==> src/rtl/fetch_unit_if.sv <==
// Instruction-fetch stage: owns the PC, drives a synchronous instruction ROM
// and registers the returned word into the IF/ID pipeline register.
// Ports:
//   clk, rst            clock, synchronous active-high reset
//   stall               freeze PC, pending request and IF/ID register
//   redirect/_pc        flush and restart fetch at redirect_pc (beats stall)
//   imem_en/_addr       ROM read enable and address (address = PC)
//   imem_data           ROM word for the previous enabled cycle's address
//   instr/opcode/pc/valid_IF_ID   IF/ID register contents for the decoder
//   done                program exhausted and nothing in flight
module fetch_unit_if #(
  parameter int unsigned INSTR_W  = 16,
  parameter int unsigned ADDR_W   = 8,
  parameter int unsigned RESET_PC = 0,
  parameter int unsigned PROG_LEN = 32
) (
  input  logic               clk,
  input  logic               rst,
  input  logic               stall,
  input  logic               redirect,
  input  logic [ADDR_W-1:0]  redirect_pc,
  output logic               imem_en,
  output logic [ADDR_W-1:0]  imem_addr,
  input  logic [INSTR_W-1:0] imem_data,
  output logic [INSTR_W-1:0] instr_IF_ID,
  output logic [3:0]         opcode_IF_ID,
  output logic [ADDR_W-1:0]  pc_IF_ID,
  output logic               valid_IF_ID,
  output logic               done
);

  // One extra PC bit so PC can sit at PROG_LEN == 2^ADDR_W.
  localparam int unsigned PC_W = ADDR_W + 1;
  localparam logic [PC_W-1:0] END_PC = PC_W'(PROG_LEN);
  localparam logic [PC_W-1:0] RST_PC = PC_W'(RESET_PC);
  localparam bit FULL_SPACE = (PROG_LEN == (32'd1 << ADDR_W));
  localparam logic [INSTR_W-1:0] NOP = {4'b0101, {(INSTR_W-4){1'b0}}};

  logic [PC_W-1:0]    pc_q, pc_d, pc_inc;
  logic               req_valid_q, req_valid_d;
  logic [ADDR_W-1:0]  req_pc_q, req_pc_d;
  logic [INSTR_W-1:0] instr_q, instr_d;
  logic [ADDR_W-1:0]  pc_out_q, pc_out_d;
  logic               valid_q, valid_d;
  logic               at_end;

  assign at_end       = (pc_q == END_PC);
  assign imem_addr    = pc_q[ADDR_W-1:0];
  assign imem_en      = !stall && !redirect && !at_end;
  assign done         = at_end && !req_valid_q;
  assign instr_IF_ID  = instr_q;
  assign opcode_IF_ID = instr_q[INSTR_W-1 -: 4];
  assign pc_IF_ID     = pc_out_q;
  assign valid_IF_ID  = valid_q;

  // PC increment wraps modulo 2^ADDR_W, except that a full address space
  // must be able to reach PROG_LEN itself to stop fetching.
  always_comb begin
    pc_inc = pc_q + PC_W'(1);
    if (!FULL_SPACE && (&pc_q[ADDR_W-1:0])) begin
      pc_inc = '0;
    end
  end

  // Next-state: redirect beats stall; normal flow advances the 2-stage pipe.
  always_comb begin
    pc_d        = pc_q;
    req_valid_d = req_valid_q;
    req_pc_d    = req_pc_q;
    instr_d     = instr_q;
    pc_out_d    = pc_out_q;
    valid_d     = valid_q;
    if (redirect) begin
      pc_d        = {1'b0, redirect_pc};
      req_valid_d = 1'b0;
      instr_d     = NOP;
      valid_d     = 1'b0;
    end else if (!stall) begin
      instr_d  = req_valid_q ? imem_data : NOP;
      pc_out_d = req_pc_q;
      valid_d  = req_valid_q;
      if (!at_end) begin
        req_valid_d = 1'b1;
        req_pc_d    = pc_q[ADDR_W-1:0];
        pc_d        = pc_inc;
      end else begin
        req_valid_d = 1'b0;
      end
    end
  end

  // State registers with synchronous reset.
  always_ff @(posedge clk) begin
    if (rst) begin
      pc_q        <= RST_PC;
      req_valid_q <= 1'b0;
      req_pc_q    <= '0;
      instr_q     <= NOP;
      pc_out_q    <= '0;
      valid_q     <= 1'b0;
    end else begin
      pc_q        <= pc_d;
      req_valid_q <= req_valid_d;
      req_pc_q    <= req_pc_d;
      instr_q     <= instr_d;
      pc_out_q    <= pc_out_d;
      valid_q     <= valid_d;
    end
  end

endmodule

==> config.mk <==
export PLATFORM = sky130hd
export DESIGN_NAME = fetch_unit_if
export DESIGN_NICKNAME = d
export VERILOG_FILES = /design/src/rtl/fetch_unit_if.sv
export SDC_FILE = /design/constraint.sdc
export NUM_CORES = 1
export LEC_CHECK = 0
export CAP_MARGIN = 5
export CELL_PAD_IN_SITES_DETAIL_PLACEMENT = 1
export CELL_PAD_IN_SITES_GLOBAL_PLACEMENT = 1
export CORE_MARGIN = 4
export CORE_UTILIZATION = 29
export CTS_CLUSTER_DIAMETER = 200
export DETAILED_ROUTE_END_ITERATION = 8
export PLACE_DENSITY = 0.78
export SYNTH_ARGS = -nofsm -noshare
export SYNTH_HDL_FRONTEND = slang
export SYNTH_SLANG_ARGS = --single-unit
==> constraint.sdc <==
create_clock -name clk -period 1.5 [get_ports clk]
set_input_delay 0.3 -clock clk [delete_from_list [all_inputs] [get_ports clk]]
set_output_delay 0.3 -clock clk [all_outputs]
set_load 0.01 [all_outputs]
==> impl_results.md <==
- FILL cells: 704
- EDFF count, synth: 0
- Synth Cell Area: 1829 um2
- Total grt overflow: 0
- Logic gate share of total power: 0.164
- Worst-Margin Slew: 619.0 ps
- Worst min path class: reg2reg
- Top_reg_cell synth: dfxtp_1
- Design area: 3053 um2
- Residual DRC: 0
- Share of cells above drive strength 1: 0.2671
- Fin. Hold Viols: 0
- Crit-path cells: inv_2 -> ha_4 -> nor4bb_4 -> buf_4 -> a21oi_4 -> buf_6
- Cell taking the most area after synthesis: dfxtp_1
- Leakage: 1.501 nW
- Post-route ant nets: 0
- Async S/R FF share, synth: 0
- Tcrit/Tclk final: 1.200
- Post-synth net total: 237
- Area contributors post-synth: dfxtp_1, nor2_1, a22oi_1
- Seq/Total Area, Yosys: 0.4706
- Reg2Reg Depth: 9
- Critical Path Max Stage Delay: 330 ps
- Post-layout power: 0.002710 W
- Detailed Route Iter0 Violations: 89
- Initial Util: 0.3036
- Max_cap viols: 0
- Worst VDD drop: 0.4476 mV
- Status: finished with violations
- Pint: 0.002071 W
- Area of the multi-input gates: 947.2 um2
- CP max FO: 2
- DR pass1 iterations: 4
- HPWL after detailed placement: 4245 um
- Fmax: 555.5 MHz
- Register area: 865.8 um2
- Via Count: 1763
- Post-Layout Cell Count: 367
- Share of the synthesized area in the top cell type: 0.4706
- Final setup violation count: 18
- Worst setup EP type: primary output
- CP arrival: 1500 ps
- Setup CP Type: reg2out
- Number of global-route vias before repair: 1836
- Clock power share: 0.396
- Max_slew headroom: 0.5855
- RSZ-0062 raised after global routing: yes
- Layout Nets: 321
- Crit path max-delay cell type: dfxtp_2
- Post-DP Area: 2631 um2
- Reg2Reg Setup Slack: -260 ps
- Clock root cell: clkbuf_8
- CTS tree: built
- Routed WL per cell: 17.49 um
- Pwr Density: 887.6 nW/um2
- Diode count: 0
- Final Wtd Congestion: 0.8486
- Die Ht: 87.42 um
- Post-layout util: 0.5066
- Failing checks: setup timing
- CTS Buffer Depth: 2
- Row count: 28
- Core area: 6026 um2
- Worst Skew: 7.837 ps
- Final min period: 1800 ps
- Top Ports: 67
- H-Tree Depth: 2
- Max Slew Vio Count: 0
- CTS Buf Count: 5
- Die Footprint: 7642 um2
- Port Buffers: 66
- Distinct cells, synth: 43
- R2R Path End: pc_q[5]$_SDFFE_PP0P_
- Worst Path Required: 1200 ps
- Setup TNS: -3069 ps
- Reg clk slew, reported paths: 80 ps
- Dpl cells: 350
- Largest net degree at the start of global routing: 16
- Synth warnings: 0
- Via density: 4.804
- Worst setup path endpoint: imem_en
- Area delta synth->final: 66.89%
- Most common cell in the netlist: dfxtp_1
- First-pass GRT wire length: 9563 um
- Startpoint types: register
- Total Routing Usage GR: 0.1627
- Die W: 87.42 um
- Final WL: 6419 um
- Commonest cells in the netlist: dfxtp_1, nor2_1, nand2_1, a21oi_1, a22oi_1
- CTS Sinks: 43
- Syn Area/Cell: 8.837 um2
- Net Sw Frac: 0.2357
- #FFs+latches synth: 43
- Initial antenna violation count: 0
- R2R Path Start: pc_q[0]$_SDFFE_PP0P_
- Seq pwr share: 0.439
- Syn Inst Count: 207
- Worst setup path start: pc_q[0]$_SDFFE_PP0P_
- PnR worst setup slack: -300.3 ps
- Clk_lat worst skew: 300 ps
- Switching power: 0.0006387 W
layout make-up:
cell class,count,share of cell area
clock buffers,6,0.02377
clock inverters,2,0.01967
inverters,7,0.008607
multi-input cells,133,0.3102
flip-flops and latches,43,0.2836
well taps,75,0.03074
repair buffers,101,0.3234
cells by family after synthesis:
family	synth area share
simple gates	0.1956
compound gates	0.1607
flops	0.4706
buf+inv	0.1012
mux	0.04378
xor+xnor	0.01437
fa+ha+maj	0.01368
layer usage:
layer | global-route usage | routed length (um)
met1 | 0.1974 | 2659
met2 | 0.2836 | 3309
met3 | 0.03311 | 274
met4 | 0.05579 | 176
met5 | 0 | 0
power by group through the flow:
| stage | logic (W) | clock network (W) | registers [W] |
|---|---|---|---|
| floorplan | 0.000162 | 0 | 0.00122 |
| global placement | 0.000358 | 0 | 0.00121 |
| detailed placement | 0.000366 | 0 | 0.00121 |
| CTS | 0.000403 | 0.00109 | 0.00119 |
| global route | 0.000475 | 0.00115 | 0.00119 |
| finish | 0.000445 | 0.00107 | 0.00119 |
critical path: cells and delay by family, from the launching register on:
kind / cells / cell delay [ps]
buffers and inverters: 3 / 400
DFF: 1 / 330
and+or+nand+nor: 1 / 270
adders and majority gates: 1 / 130
AOI/OAI and AO/OA: 1 / 60
flip-flops by register name, summed over array words and instances, names as in the netlist:
signal	count
req_valid_q	1
req_pc_q	8
instr_IF_ID	16
pc_q	9
pc_IF_ID	8
valid_IF_ID	1
cell usage in the layout (no fill, tap or decap), drive strengths merged, types with 2 or more instances in the layout:
cell           count
mux2i              8
a22oi             14
o22ai              2
xnor2              2
nor3               2
nor2              29
a21oi             17
a31oi              2
clkdlybuf4s50     27
or2                3
dfxtp             43
buf               37
bufinv             2
and3               2
nor2b              2
dlymetal6s2s      19
inv                7
nand2             27
clkbuf             6
nand3              4
dlygate4sd2       18
ha                 2
through the flow:
step                hold WS [ps]  worst slack (ps)
floorplan                  430.0            -75.38
global placement           441.7            -580.6
detailed placement         447.7            -600.5
CTS                        462.7            -267.2
global route               485.8            -387.6
finish                     457.9            -300.3
how the worst min path moves through the flow:
| stage | from | endpoint | slack, ps | cells past startpoint |
|---|---|---|---|---|
| finish | pc_IF_ID[4]$_SDFFE_PP0N_ | pc_IF_ID[4]$_SDFFE_PP0N_ | 460 | 2 |
| floorplan | pc_q[8]$_SDFFE_PP0P_ | pc_q[8]$_SDFFE_PP0P_ | 430 | 1 |
| detailed placement | req_pc_q[3]$_SDFFE_PP0P_ | pc_IF_ID[3]$_SDFFE_PP0N_ | 450 | 2 |
| global placement | pc_q[8]$_SDFFE_PP0P_ | pc_q[8]$_SDFFE_PP0P_ | 440 | 1 |
| CTS | req_pc_q[3]$_SDFFE_PP0P_ | pc_IF_ID[3]$_SDFFE_PP0N_ | 460 | 2 |
| global route | pc_IF_ID[7]$_SDFFE_PP0N_ | pc_IF_ID[7]$_SDFFE_PP0N_ | 490 | 2 |
what timing repair did:
| item | CTS | global route |
|---|---|---|
| buffers inserted | 4 | 5 |
| resized for setup | 46 | 37 |
| hold buffers | 0 | 0 |
| pin swaps | 6 | 9 |
| setup endpoints to repair | 50 | 57 |
| endpoints found under the hold margin | 0 | 0 |
| cloned | 1 | 0 |
(Power assumes the default switching activity.)
